--- src/rtl/rtype_pkg.sv ---
// Shared R-type encoding constants and helpers for the instruction-side encoder.
package rtype_pkg;

    localparam int unsigned INST_W  = 32;
    localparam int unsigned REG_W   = 5;
    localparam int unsigned FUNC_W  = 6;

    localparam int unsigned OP_LSB   = 26;
    localparam int unsigned RS_LSB   = 21;
    localparam int unsigned RT_LSB   = 16;
    localparam int unsigned RD_LSB   = 11;
    localparam int unsigned FUNC_LSB = 0;

    localparam logic [5:0] OP_RTYPE = 6'd0;
    localparam logic [5:0] FUNC_ADD = 6'd32;
    localparam logic [5:0] FUNC_SUB = 6'd34;
    localparam logic [5:0] FUNC_AND = 6'd36;
    localparam logic [5:0] FUNC_OR  = 6'd37;
    localparam logic [5:0] FUNC_SLT = 6'd42;

    // Only the ALU operations the core actually implements are legal.
    function automatic logic is_legal_func(input logic [FUNC_W-1:0] func);
        logic legal;
        legal = 1'b0;
        case (func)
            FUNC_ADD, FUNC_SUB, FUNC_AND, FUNC_OR, FUNC_SLT: legal = 1'b1;
            default: legal = 1'b0;
        endcase
        return legal;
    endfunction

    // Shamt field is left at zero by construction.
    function automatic logic [INST_W-1:0] encode_rtype(input logic [REG_W-1:0]  rs,
                                                       input logic [REG_W-1:0]  rt,
                                                       input logic [REG_W-1:0]  rd,
                                                       input logic [FUNC_W-1:0] func);
        return (INST_W'(OP_RTYPE) << OP_LSB) |
               (INST_W'(rs)       << RS_LSB) |
               (INST_W'(rt)       << RT_LSB) |
               (INST_W'(rd)       << RD_LSB) |
               (INST_W'(func)     << FUNC_LSB);
    endfunction

endpackage

--- src/rtl/rtype_inst_encoder_fifo.sv ---
// Circular instruction buffer with occupancy count; head entry reads as zero when empty.
module inst_fifo #(
    parameter int unsigned DEPTH = 4,
    parameter int unsigned WIDTH = 32
) (
    input  logic             clk,
    input  logic             rst,
    input  logic             flush,
    input  logic             push,
    input  logic             pop,
    input  logic [WIDTH-1:0] wdata,
    output logic [WIDTH-1:0] rdata,
    output logic             full,
    output logic             empty
);

    localparam int unsigned PTR_W = $clog2(DEPTH);
    localparam int unsigned CNT_W = PTR_W + 1;

    logic [WIDTH-1:0] mem [DEPTH];
    logic [PTR_W-1:0] wr_ptr;
    logic [PTR_W-1:0] rd_ptr;
    logic [CNT_W-1:0] count;
    logic             push_en;
    logic             pop_en;

    assign full    = (count == CNT_W'(DEPTH));
    assign empty   = (count == '0);
    assign push_en = push && !full && !flush;
    assign pop_en  = pop && !empty && !flush;
    assign rdata   = empty ? '0 : mem[rd_ptr];

    // Pointer and occupancy state; flush wins over any same-cycle push/pop.
    always_ff @(posedge clk or posedge rst) begin
        if (rst) begin
            wr_ptr <= '0;
            rd_ptr <= '0;
            count  <= '0;
        end else if (flush) begin
            wr_ptr <= '0;
            rd_ptr <= '0;
            count  <= '0;
        end else begin
            if (push_en) wr_ptr <= wr_ptr + PTR_W'(1);
            if (pop_en)  rd_ptr <= rd_ptr + PTR_W'(1);
            case ({push_en, pop_en})
                2'b10:   count <= count + CNT_W'(1);
                2'b01:   count <= count - CNT_W'(1);
                default: count <= count;
            endcase
        end
    end

    always_ff @(posedge clk) begin
        if (push_en) mem[wr_ptr] <= wdata;
    end

endmodule

--- src/rtl/rtype_inst_encoder.sv ---
// Packs R-type fields into MIPS words, drops unsupported funcs, and issues buffered words to the core.
module rtype_inst_encoder
    import rtype_pkg::*;
#(
    parameter int unsigned DEPTH = 4,
    parameter int unsigned CNT_W = 16
) (
    input  logic              clk,
    input  logic              rst,
    input  logic              flush,
    input  logic              in_valid,
    output logic              in_ready,
    input  logic [4:0]        in_rs,
    input  logic [4:0]        in_rt,
    input  logic [4:0]        in_rd,
    input  logic [5:0]        in_func,
    output logic              out_valid,
    input  logic              out_ready,
    output logic [31:0]       out_inst,
    output logic              reject,
    output logic [CNT_W-1:0]  issued_cnt,
    output logic [CNT_W-1:0]  reject_cnt
);

    logic        legal_c;
    logic        accept_c;
    logic        push_c;
    logic        pop_c;
    logic        full;
    logic        empty;
    logic [31:0] word_c;

    assign legal_c   = is_legal_func(in_func);
    assign word_c    = encode_rtype(in_rs, in_rt, in_rd, in_func);
    assign in_ready  = !full;
    assign out_valid = !empty;
    assign accept_c  = in_valid && in_ready;
    assign push_c    = accept_c && legal_c && !flush;
    assign pop_c     = out_valid && out_ready && !flush;

    inst_fifo #(
        .DEPTH (DEPTH),
        .WIDTH (32)
    ) u_fifo (
        .clk   (clk),
        .rst   (rst),
        .flush (flush),
        .push  (push_c),
        .pop   (pop_c),
        .wdata (word_c),
        .rdata (out_inst),
        .full  (full),
        .empty (empty)
    );

    // Illegal funcs still complete the handshake; flush does not hide the rejection.
    always_ff @(posedge clk or posedge rst) begin
        if (rst) begin
            reject     <= 1'b0;
            reject_cnt <= '0;
            issued_cnt <= '0;
        end else begin
            reject <= accept_c && !legal_c;
            if (accept_c && !legal_c) reject_cnt <= reject_cnt + CNT_W'(1);
            if (pop_c)                issued_cnt <= issued_cnt + CNT_W'(1);
        end
    end

endmodule
--- config.mk ---
export PLATFORM = sky130hd
export DESIGN_NAME = rtype_inst_encoder
export DESIGN_NICKNAME = d
export VERILOG_FILES = /design/src/rtl/rtype_pkg.sv /design/src/rtl/rtype_inst_encoder_fifo.sv /design/src/rtl/rtype_inst_encoder.sv
export SDC_FILE = /design/constraint.sdc
export NUM_CORES = 1
export LEC_CHECK = 0
export CAP_MARGIN = 20
export CELL_PAD_IN_SITES_DETAIL_PLACEMENT = 1
export CELL_PAD_IN_SITES_GLOBAL_PLACEMENT = 1
export CORE_ASPECT_RATIO = 1.25
export CORE_MARGIN = 2
export CORE_UTILIZATION = 49
export DETAILED_ROUTE_END_ITERATION = 8
export DONT_BUFFER_PORTS = 1
export PLACE_DENSITY = 0.84
export SLEW_MARGIN = 10
export SYNTH_ARGS = -nofsm -noshare
export SYNTH_HDL_FRONTEND = slang
export SYNTH_HIERARCHICAL = 1
export SYNTH_SLANG_ARGS = --single-unit
export TNS_END_PERCENT = 5
--- constraint.sdc ---
create_clock -name clk -period 4.8 [get_ports clk]
set_clock_uncertainty 0.2 [all_clocks]
set_input_delay 0.96 -clock clk [delete_from_list [all_inputs] [get_ports clk]]
set_output_delay 0.96 -clock clk [all_outputs]
set_load 0.005 [all_outputs]
Yosys cells after proc, flatten, opt, wreduce, memory -nomap -nowiden

Memories as Yosys holds them, arrays and structs flattened.
Cells that the tools add are included.

Memories: 1
Output and inout port bits: 67
Register bits: 40
RAM bits: 104
Logic and storage cells: 53
Bits of input ports: 26

Add/sub/neg operators: 6
Muxes and demuxes: 10
Eq/ne operators: 8
Reduce and logical (&&, ||, !) cells: 19
Bitwise logic cells: 3

Memories:

| memory     | depth | bits a word | rd ports | clocked after Yosys merged registers in | write ports | line                          | text |
|---|---|---|---|---|---|---|---|
| u_fifo.mem | 4     | 26          | 1        | 0                                       | 1           | rtype_inst_encoder_fifo.sv:20 | `logic [WIDTH-1:0] mem [DEPTH];` |

Operators by type and width:

| operator              | count |
|---|---|
| $add 16x1->16 const B | 2 |
| $mux 32               | 1 |
| $eq 6x6->1 const B    | 5 |
| $or 26x16->26         | 1 |
| $or 26x21->26         | 1 |
| $or 26x6->26          | 1 |
| $logic_and 1x1->1     | 10 |
| $mux 2                | 4 |
| $pmux 3 s2            | 1 |
| $reduce_or 5->1       | 1 |
| $add 2x1->2 const B   | 2 |
| $logic_not 1->1       | 4 |
| $reduce_bool 2->1     | 2 |
| $add 3x1->3 const B   | 1 |
| $eq 3x3->1 const B    | 1 |
| $logic_not 3->1       | 1 |
| $mux 1                | 3 |
| $mux 3                | 1 |
| $reduce_bool 3->1     | 1 |
| $sub 3x1->3 const B   | 1 |
| $eq 2x1->1 const B    | 1 |
| $eq 2x2->1 const B    | 1 |

Depth between registers and ports, before layout

Gate-level depths: netlist of the first run.

Depth after elaboration: 10
Depth in mapped cells: 12
Mapped depth without buffers: 10

Modules after synthesis

The synthesis of the first run kept the hierarchy.

Modules (own cells, without submodules):

| module             | seq. area each (sq um) | times used | cells each | area each (sq um) |
|---|---|---|---|---|
| inst_fifo          | 4018.9                 | 1          | 268        | 5475.3 |
| rtype_inst_encoder | 825.8                  | 1          | 132        | 1535.2 |

Worst setup path after synthesis of the first run

OpenSTA, ideal clock, no wires.

Path kind: input port to flip-flop
Start: input port in_func[1]
End: memory u_fifo/mem[0][0] (netlist bit), enable pin
Path buffers: 1
Stages: 7
Required time: 4208 ps
Path slack: 1252 ps
Data arrival time: 2956 ps
Library setup time: 392 ps
Path through: mux2i_1 > nand3_1 > nor3_1 > buf_2 > inv_1 > nor3_1 > and2_1

Cells in the longest elaborated chain, start to end: 9
Elaborated cells between the ends (all ways): 13
Classes of those cells: eq/ne: 5; mux: 3; reduce/logical: 5

RTL lines:

| element                             | line                          | text |
|---|---|---|
| start, declared                     | rtype_inst_encoder.sv:16      | `input logic [5:0] in_func,` |
| $eq 6x6->1                          | rtype_pkg.sv:25               | `case (func)` |
| $reduce_or 5->1 (*)                 | rtype_pkg.sv:25               |  |
| $mux 1 (*)                          | rtype_pkg.sv:25               |  |
| $logic_and 1x1->1 (*) (2 in series) | rtype_inst_encoder.sv:38      | `assign push_c = accept_c && legal_c && !flush;` |
| named net push_c                    | rtype_inst_encoder.sv:27      | `logic push_c;` |
| $logic_and 1x1->1 (*) (2 in series) | rtype_inst_encoder_fifo.sv:29 | `assign push_en = push && !full && !flush;` |
| $mux 1 (*)                          | rtype_inst_encoder_fifo.sv:55 | `if (push_en) mem[wr_ptr] <= wdata;` |
| $mux 1 (implied by the code) (*)    | rtype_inst_encoder_fifo.sv:55 |  |
| end, declared                       | rtype_inst_encoder_fifo.sv:20 |  |

Mark *: on every way through the listed nets, which the timed path passes. The rest lies on a longest branch.

==> results.py, run 1 <==
metrics = {
    "power": {
        "leakage_uw": 0.00279,
        "switching_share_pct": 22.3,
        "p_clk_share_pct": 44.5,
        "vdd_drop_max_uv": 182,
        "p_seq_share_pct": 52.9,
        "p_per_area_mw_per_mm2": 394,
        "combPwrFrac_pct": 2.7,
        "power_switching_uw": 697,
        "p_int_uw": 2420,
    },
    "setup_path": {
        "cp_top_family": "flip-flops",
        "crit_chain": "buf_4 > mux4_1 > nor2b_1",
        "cp-end-kind": "primary output",
        "cp_data_arrival_time_ps": 2420,
        "crit_path_start_kind": "flip-flop",
        "critical_path_peak_fanout": 23,
        "cp_num_buf_inv": 1,
        "slowest_delay_ps": 860,
        "slowest_stage": "dfrtp_2",
        "crit_type": "reg2out",
        "crit_required_ps": 3640,
    },
    "placement": {
        "dp.cells": 606,
        "gp_congestion": 0.719,
        "dp_hpwl_mm": 8.77,
        "port_buffers": 0,
    },
    "yosys": {
        "async_flop_share_pct": 23.8,
        "yosysSeqAreaShare_pct": 69.1,
        "ys_seq_elements": 168,
        "synth_ff_type": "edfxtp_1",
        "synth_top_family_by_area": "multiplexers",
        "yosys.area_share.adder_pct": 1.36,
        "syn_avg_cell_area_sq_um": 17.5,
        "yosysUniqueCellTypes": 49,
        "netlist_area_sq_mm": 0.00701,
        "syn_inst": 400,
        "synth_mux_area_share_pct": 11.1,
        "synth-simple-area-share_pct": 9.73,
        "yosysWarnings": 6,
        "synth_compound_area_share_pct": 1.84,
        "synthXorXnorAreaFrac_pct": 4.12,
        "synth_edf_count": 128,
    },
    "layout": {
        "n_fill_cell": 1244,
        "finalNonFillerCells": 638,
        "area_delta_synth_final_pct": 12.9,
        "drive_gt1_share_pct": 18.8,
        "final_cell_mix": "edfxtp_1, conb_1, dfrtp_1, nor2b_1, mux4_2",
        "register_area_sq_mm": 0.00485,
        "multi_input_area_sq_mm": 0.00215,
        "fin_nets": 483,
        "final_common_cell": "edfxtp_1",
        "diodes": 0,
    },
    "global_route": {
        "grt_pass1_wl_mm": 21.2,
        "antenna_found_initial": 0,
        "grt_pass1_vias": 3901,
        "overflow": 0,
        "grt_usage_pct": 18.5,
        "grt_start_max_net_pins": 34,
    },
    "detailed_routing": {
        "drc": 0,
        "antenna_left": 0,
        "firstDrtPassIters": 4,
        "routed_wl_mm": 13.3,
        "via_per_inst": 5.47,
        "vias": 3489,
        "wl_per_cell_um": 20.8,
        "drt_iter0_drc": 169,
    },
    "clocking": {
        "cts_resized": 0,
        "clk_latency_ps": 420,
        "clock_path_buffers": 2,
        "cts.sinks": 168,
        "clkTransAtPathRegs_ps": 70,
        "numCtsBuffers": 17,
        "root_buffer": "clkbuf_16",
        "cts_tree": "yes",
        "htree_levels": 4,
        "cts_setup_buffers": 0,
        "hold_buffers": 0,
    },
    "die": {
        "ios": 93,
        "die_x_um": 111,
        "num_rows": 48,
        "dieHeight_um": 138,
        "die_area_sq_mm": 0.0153,
        "core_sq_mm": 0.0139,
        "start_util_pct": 50.5,
    },
    "min_path": {
        "hold_path_class": "in2async",
    },
    "timing": {
        "post-route-period-util_pct": 74.6,
        "setup_viol": 0,
        "layout_min_cycle_time_ps": 3580,
        "hold_viol": 0,
        "final.setup.tns_ps": 0,
        "drv_slew": 0,
        "rsz0062_at_grt": "false",
        "max_slew_margin_pct": 38.3,
        "worst_pin_slew_ps": 926,
        "fmax_ghz": 0.279,
    },
    "flow_run": {
        "drv_cap": 0,
    },
    "run_status": {
        "status": "completed",
    },
}
path summary, 6_finish.rpt:
path / startpoint / endpoint / slack (ps) / cells after the start
worst min register to register: reject_cnt[15]$_DFFE_PP0P_ / reject_cnt[15]$_DFFE_PP0P_ / 310 / 1
worst max register to register: u_fifo/count[1]$_DFFE_PP0P_ / u_fifo/mem[3][28]$_DFFE_PP_ / 1500 / 7
max in group asynchronous: rst / issued_cnt[4]$_DFFE_PP0P_ / 3770 / 2
min in group clk: reject_cnt[15]$_DFFE_PP0P_ / reject_cnt[15]$_DFFE_PP0P_ / 310 / 1
worst max-delay path: u_fifo/rd_ptr[0]$_DFFE_PP0P_ / out_inst[31] / 1220 / 3
worst min-delay path: rst / u_fifo/count[1]$_DFFE_PP0P_ / 170 / 1
state kept, by name (all words and copies together) (netlist names):
| name | flops |
|---|---|
| reject | 1 |
| reject_cnt | 16 |
| u_fifo/wr_ptr | 2 |
| issued_cnt | 16 |
| u_fifo/mem | 128 |
| u_fifo/rd_ptr | 2 |
| u_fifo/count | 3 |
power groups by stage:
| stage | Combinational (uW) | Sequential, uW | Clock (uW) |
|---|---|---|---|
| 2_1_floorplan | 66.1 | 1670 | 0 |
| 3_3_place_gp | 78.2 | 1680 | 0 |
| 3_5_place_dp | 83.0 | 1680 | 0 |
| 4_1_cts | 83.9 | 1650 | 1420 |
| 5_1_grt | 98.0 | 1660 | 1470 |
| 6_report | 83.3 | 1650 | 1390 |
Yosys cell counts (all sizes together) (2+ instances only):
| library cell | count | area share [%] |
|---|---|---|
| edfxtp | 128 | 55 |
| a311oi | 2 | 0.34 |
| nor3 | 6 | 0.50 |
| o21ai | 2 | 0.14 |
| inv | 13 | 0.77 |
| nand3 | 19 | 1.4 |
| nand2 | 8 | 0.43 |
| nor4 | 2 | 0.36 |
| buf | 15 | 1.8 |
| xor2 | 10 | 1.2 |
| and3 | 8 | 0.71 |
| clkbuf | 2 | 0.11 |
| nor3b | 2 | 0.29 |
| nor2b | 33 | 3.3 |
| nand2b | 4 | 0.36 |
| ha | 6 | 1.1 |
| o22ai | 2 | 0.18 |
| and2 | 6 | 0.54 |
| mux2 | 3 | 0.48 |
| xnor2 | 23 | 2.9 |
| a21oi | 4 | 0.29 |
| dfrtp | 40 | 14 |
| nand4 | 7 | 0.84 |
| mux4 | 32 | 10 |
| nor2 | 8 | 0.43 |
| o2111ai | 2 | 0.25 |
kinds of logic after synthesis:
logic type,Yosys count
XOR/XNOR,33
AO/OA/AOI/OAI,17
AND/OR/NAND/NOR,108
adder cells (fa/ha/maj),7
buffers and inverters,30
multiplexers,36
other,1
flip-flops,168
per-layer routing:
metal,track usage (%),up-vias,part of all wire (%)
li1,-,1576,-
met1,21.1,1799,39
met2,33.0,99,54
met3,6.34,15,5.8
met4,6.32,0,1.1
met5,0,-,0
stage by stage:
stage                     util (%)  total power [uW]  hold WS (ps)  worst slack (ps)  instance area (sq um)
after CTS                     57.1              3150           157              1120                   7920
after floorplan                  -              1730           268              1250                   7170
final                         57.1              3120           172              1220                   7920
after detailed placement      52.7              1760           292              1110                   7310
after global placement        52.7              1760           295              1230                   7310
after global routing          57.1              3220           170              1020                   7920
layout make-up:
cell class                      instances  share of cell area, %
Clock inverter                         15                   2.34
Timing Repair Buffer                    5                  0.474
Multi-Input combinational cell        245                   27.2
Tap cell                              175                   2.77
Sequential cell                       168                   61.2
Clock buffer                           17                   5.37
Inverter                               13                  0.680
No activity file was read; power rests on OpenSTA's default activity.
==> run 2, diff against run 1 <==
==> constraint.sdc (replaced) <==
create_clock -name clk -period 3.5 [get_ports clk]
set_clock_uncertainty 0.2 [all_clocks]
set_input_delay 0.7 -clock clk [delete_from_list [all_inputs] [get_ports clk]]
set_output_delay 0.7 -clock clk [all_outputs]
set_load 0.005 [all_outputs]
==> results.py, run 2 (synthesis results as in run 1) <==
metrics = {
    "detailed_routing": {
        "drt_iter0_drc": 150,
        "routed_wl_mm": 13.6,
        "vias": 3546,
        "antenna_left": 0,
        "drc": 0,
        "firstDrtPassIters": 4,
        "via_per_inst": 5.51,
        "wl_per_cell_um": 21.2,
    },
    "power": {
        "switching_share_pct": 22.2,
        "power_switching_uw": 953,
        "leakage_uw": 0.00283,
        "p_int_uw": 3330,
        "combPwrFrac_pct": 2.8,
        "vdd_drop_max_uv": 286,
        "p_per_area_mw_per_mm2": 534,
        "p_clk_share_pct": 44.4,
        "p_seq_share_pct": 52.8,
    },
    "layout": {
        "area_delta_synth_final_pct": 14.3,
        "n_fill_cell": 1256,
        "final_common_cell": "edfxtp_1",
        "fin_area_sq_mm": 0.00801,
        "diodes": 0,
        "largest_register_ffs": 128,
        "final_cell_mix": "edfxtp_1, conb_1, dfrtp_1, nor2b_1, mux4_2",
        "drive_gt1_share_pct": 19.4,
        "fin_nets": 488,
        "reg.largest.list": "u_fifo/mem x128, issued_cnt x16, reject_cnt x16",
        "top_register": "u_fifo/mem",
        "finalNonFillerCells": 643,
    },
    "global_route": {
        "grt_pass1_vias": 3900,
        "grt_usage_pct": 18.7,
        "overflow": 0,
        "antenna_found_initial": 0,
        "grt_pass1_wl_mm": 21.6,
        "grt_start_max_net_pins": 34,
    },
    "timing": {
        "drv_slew": 0,
        "hold_viol": 0,
        "worst_pin_slew_ps": 633,
        "holdWs_ps": 56.7,
        "layout_min_cycle_time_ps": 3020,
        "rsz0062_at_grt": "false",
        "max_slew_margin_pct": 57.8,
        "post-route-period-util_pct": 86.4,
        "fmax_ghz": 0.331,
        "final.setup.tns_ps": 0,
        "setup_viol": 0,
    },
    "clocking": {
        "hold_buffers": 1,
        "clk_latency_ps": 420,
        "htree_levels": 4,
        "root_buffer": "clkbuf_16",
        "cts_setup_buffers": 0,
        "cts.sinks": 168,
        "cts_tree": "yes",
        "cts_resized": 0,
        "clkTransAtPathRegs_ps": 70,
        "clock_path_buffers": 2,
        "numCtsBuffers": 17,
    },
    "setup_path": {
        "worstRegToRegCells": 7,
        "slowest_stage": "dfrtp_2",
        "cp-end-kind": "primary output",
        "crit_chain": "buf_12 > mux4_1 > nor2b_1",
        "crit_type": "reg2out",
        "cp_num_buf_inv": 1,
        "cp_data_arrival_time_ps": 2120,
        "reg2reg_slack_ps": 580,
        "crit_required_ps": 2600,
        "critical_path_peak_fanout": 23,
        "slowest_delay_ps": 630,
        "crit_path_start_kind": "flip-flop",
        "cp_top_family": "flip-flops",
        "r2r-start": "u_fifo/count[0]$_DFFE_PP0P_",
        "r2r_end": "u_fifo/mem[0][24]$_DFFE_PP_",
    },
    "die": {
        "start_util_pct": 50.5,
        "ios": 93,
        "die_area_sq_mm": 0.0153,
        "dieHeight_um": 138,
        "core_sq_mm": 0.0139,
        "die_x_um": 111,
        "num_rows": 48,
    },
    "flow_run": {
        "drv_cap": 0,
    },
    "placement": {
        "gp_congestion": 0.743,
        "dp.cells": 610,
        "dp_hpwl_mm": 9.00,
        "placedInstanceArea_sq_mm": 0.00740,
        "port_buffers": 0,
    },
    "run_status": {
        "status": "completed",
    },
    "min_path": {
        "hold_path_class": "in2async",
    },
}
run 2: changes by cell type in the layout (fill, tap and decap cells not counted), sizes merged:
cell         change
buf              +4
inv              +4
clkinvlp         -1
clkinv           -3
dlygate4sd3      +1
run 2: cell type report:
type | count | area [sq um] | share of cell area [%]
Multi-Input combinational cell | 245 | 2150 | 26.8
Tap cell | 175 | 219 | 2.73
Clock buffer | 17 | 425 | 5.31
Inverter | 13 | 53.8 | 0.671
Clock inverter | 15 | 179 | 2.23
Sequential cell | 168 | 4850 | 60.5
Timing Repair Buffer | 10 | 140 | 1.75
run 2: power groups by stage:
stage	registers [uW]	clock network [uW]	logic, uW
2_1_floorplan	2290	0	90.6
3_3_place_gp	2300	0	106
3_5_place_dp	2310	0	118
4_1_cts	2260	1940	119
5_1_grt	2270	2010	137
6_report	2260	1900	119
run 2: routing by layer:
layer,vias to the layer above,GRT usage [%],wire length [um]
li1,1589,-,-
met3,15,5.90,716
met5,-,0,0
met2,101,33.6,7300
met1,1841,21.5,5380
met4,0,6.11,216
run 2: how the worst max path moves through the flow:
stage	from	to	slack (ps)	cells past startpoint
floorplan	in_func[1]	u_fifo/mem[1][0]$_DFFE_PP_	210	7
global placement	in_func[1]	u_fifo/mem[0][17]$_DFFE_PP_	610	7
detailed placement	in_func[1]	u_fifo/count[1]$_DFFE_PP0P_	450	9
CTS	u_fifo/rd_ptr[0]$_DFFE_PP0P_	out_inst[31]	420	3
global route	u_fifo/count[0]$_DFFE_PP0P_	u_fifo/mem[1][18]$_DFFE_PP_	340	7
finish	u_fifo/rd_ptr[0]$_DFFE_PP0P_	out_inst[31]	480	3
run 2: per-stage QoR:
stage / worst slack (ps) / utilization [%] / total power (uW)
3_5_place_dp: 448 / 53.3 / 2420
3_3_place_gp: 605 / 53.3 / 2410
2_1_floorplan: 212 / - / 2380
6_report: 478 / 57.8 / 4280
4_1_cts: 423 / 57.8 / 4330
5_1_grt: 345 / 57.8 / 4420
==> run 3, diff against run 2 <==
==> constraint.sdc (replaced) <==
create_clock -name clk -period 3.5 [get_ports clk]
set_clock_uncertainty 0.2 [all_clocks]
set_input_delay 0.7 -clock clk [delete_from_list [all_inputs] [get_ports clk]]
set_output_delay 0.7 -clock clk [all_outputs]
set_load 0.05 [all_outputs]
==> results.py, run 3 (synthesis results as in run 1) <==
metrics = {
    "detailed_routing": {
        "drc": 0,
        "antenna_left": 0,
        "via_per_inst": 5.43,
        "vias": 3647,
        "wl_per_cell_um": 20.5,
        "drt_iter0_drc": 168,
        "firstDrtPassIters": 4,
        "routed_wl_mm": 13.8,
    },
    "placement": {
        "gp_congestion": 0.728,
        "port_buffers": 0,
        "dp.cells": 639,
        "dp_hpwl_mm": 8.82,
    },
    "setup_path": {
        "slowest_stage": "dfrtp_2",
        "crit_path_start_kind": "flip-flop",
        "crit_type": "reg2out",
        "cp_data_arrival_time_ps": 2270,
        "cp_num_buf_inv": 2,
        "critical_path_peak_fanout": 22,
        "crit_chain": "buf_12 > mux4_2 > nor2b_1 > buf_4",
        "cp-end-kind": "primary output",
        "worstRegToRegCells": 9,
        "cp_top_family": "flip-flops",
        "crit_required_ps": 2600,
        "slowest_delay_ps": 650,
        "critical_path_depth": 4,
    },
    "clocking": {
        "clock_path_buffers": 2,
        "clk_latency_ps": 410,
        "numCtsBuffers": 17,
        "cts_tree": "yes",
        "root_buffer": "clkbuf_16",
        "htree_levels": 4,
        "clkTransAtPathRegs_ps": 60,
        "cts.sinks": 168,
        "cts_setup_buffers": 0,
    },
    "layout": {
        "drive_gt1_share_pct": 23.7,
        "final_cell_mix": "edfxtp_1, conb_1, dfrtp_1, buf_4, nor2b_1",
        "fin_nets": 517,
        "final_core_util_pct": 59.1,
        "area_delta_synth_final_pct": 17.0,
        "final_common_cell": "edfxtp_1",
        "diodes": 0,
        "n_fill_cell": 1246,
        "top_register": "u_fifo/mem",
        "reg.largest.list": "u_fifo/mem x128, issued_cnt x16, reject_cnt x16",
        "largest_register_ffs": 128,
        "finalNonFillerCells": 672,
    },
    "die": {
        "die_x_um": 111,
        "num_rows": 48,
        "ios": 93,
        "die_area_sq_mm": 0.0153,
        "core_sq_mm": 0.0139,
        "start_util_pct": 50.5,
        "dieHeight_um": 138,
    },
    "global_route": {
        "grt_start_max_net_pins": 34,
        "grt_usage_pct": 19.3,
        "grt_pass1_vias": 4051,
        "grt_pass1_wl_mm": 22.1,
        "antenna_found_initial": 0,
        "overflow": 0,
    },
    "timing": {
        "drv_slew": 0,
        "holdWs_ps": 44.3,
        "setup_viol": 0,
        "hold_viol": 0,
        "fmax_ghz": 0.316,
        "post-route-period-util_pct": 90.5,
        "layout_min_cycle_time_ps": 3170,
        "max_slew_margin_pct": 55.1,
        "final.setup.tns_ps": 0,
        "rsz0062_at_grt": "false",
        "worst_pin_slew_ps": 674,
    },
    "power": {
        "p_per_area_mw_per_mm2": 529,
        "power_uw": 4340,
        "leakage_uw": 0.00298,
        "vdd_drop_max_uv": 308,
    },
    "min_path": {
        "hold_path_class": "in2async",
    },
    "flow_run": {
        "drv_cap": 0,
    },
    "run_status": {
        "status": "completed",
    },
}
==> run 3: metrics by stage <==
step	cell area (sq um)	setup WS, ps
CTS	8200	272
floorplan	7170	212
finish	8200	332
detailed placement	7620	490
global placement	7620	622
global route	8200	195
==> run 3: area by class of cell <==
| type | count | area [sq um] | share of cell area (%) |
|---|---|---|---|
| flip-flops and latches | 168 | 4850 | 59.1 |
| clock inverters | 15 | 150 | 1.83 |
| multi-input cells | 245 | 2150 | 26.2 |
| repair buffers | 39 | 358 | 4.36 |
| inverters | 13 | 53.8 | 0.656 |
| clock buffers | 17 | 425 | 5.19 |
| well taps | 175 | 219 | 2.67 |
==> run 3: worst paths after layout <==
kind / from / end / slack [ps]
setup / recovery: u_fifo/rd_ptr[0]$_DFFE_PP0P_ / out_inst[22] / 330
hold / removal: rst / issued_cnt[12]$_DFFE_PP0P_ / 40
setup reg to reg: u_fifo/count[1]$_DFFE_PP0P_ / u_fifo/count[1]$_DFFE_PP0P_ / 450
hold reg to reg: u_fifo/rd_ptr[1]$_DFFE_PP0P_ / u_fifo/rd_ptr[1]$_DFFE_PP0P_ / 360
max in group asynchronous: rst / u_fifo/rd_ptr[0]$_DFFE_PP0P_ / 2350
min in group clk: flush / u_fifo/rd_ptr[0]$_DFFE_PP0P_ / 150
==> run 3: power breakdown <==
group          internal (uW)  switching, uW
Combinational           50.6           67.2
Sequential              2190            217
Clock                   1050            765
Total                   3290           1050
==> run 3: what timing repair did <==
item                      CTS  global route
hold endpoints to repair    7             0
resized for setup           0             0
hold buffers                1             0
==> run 3: per-layer routing <==
| layer | track usage, % | wire (um) |
|---|---|---|
| met5 | 0 | 0 |
| met1 | 22.6 | 5390 |
| met2 | 34.4 | 7490 |
| met4 | 6.04 | 158 |
| met3 | 5.68 | 735 |
==> run 3: worst reg2reg max path, delay by kind of cell, from the launching register on <==
kind / cells / cell delay [ps]
compound gates: 3 / 680
fa+ha+maj: 1 / 540
buf+inv: 1 / 140
flops: 1 / 620
simple gates: 4 / 740
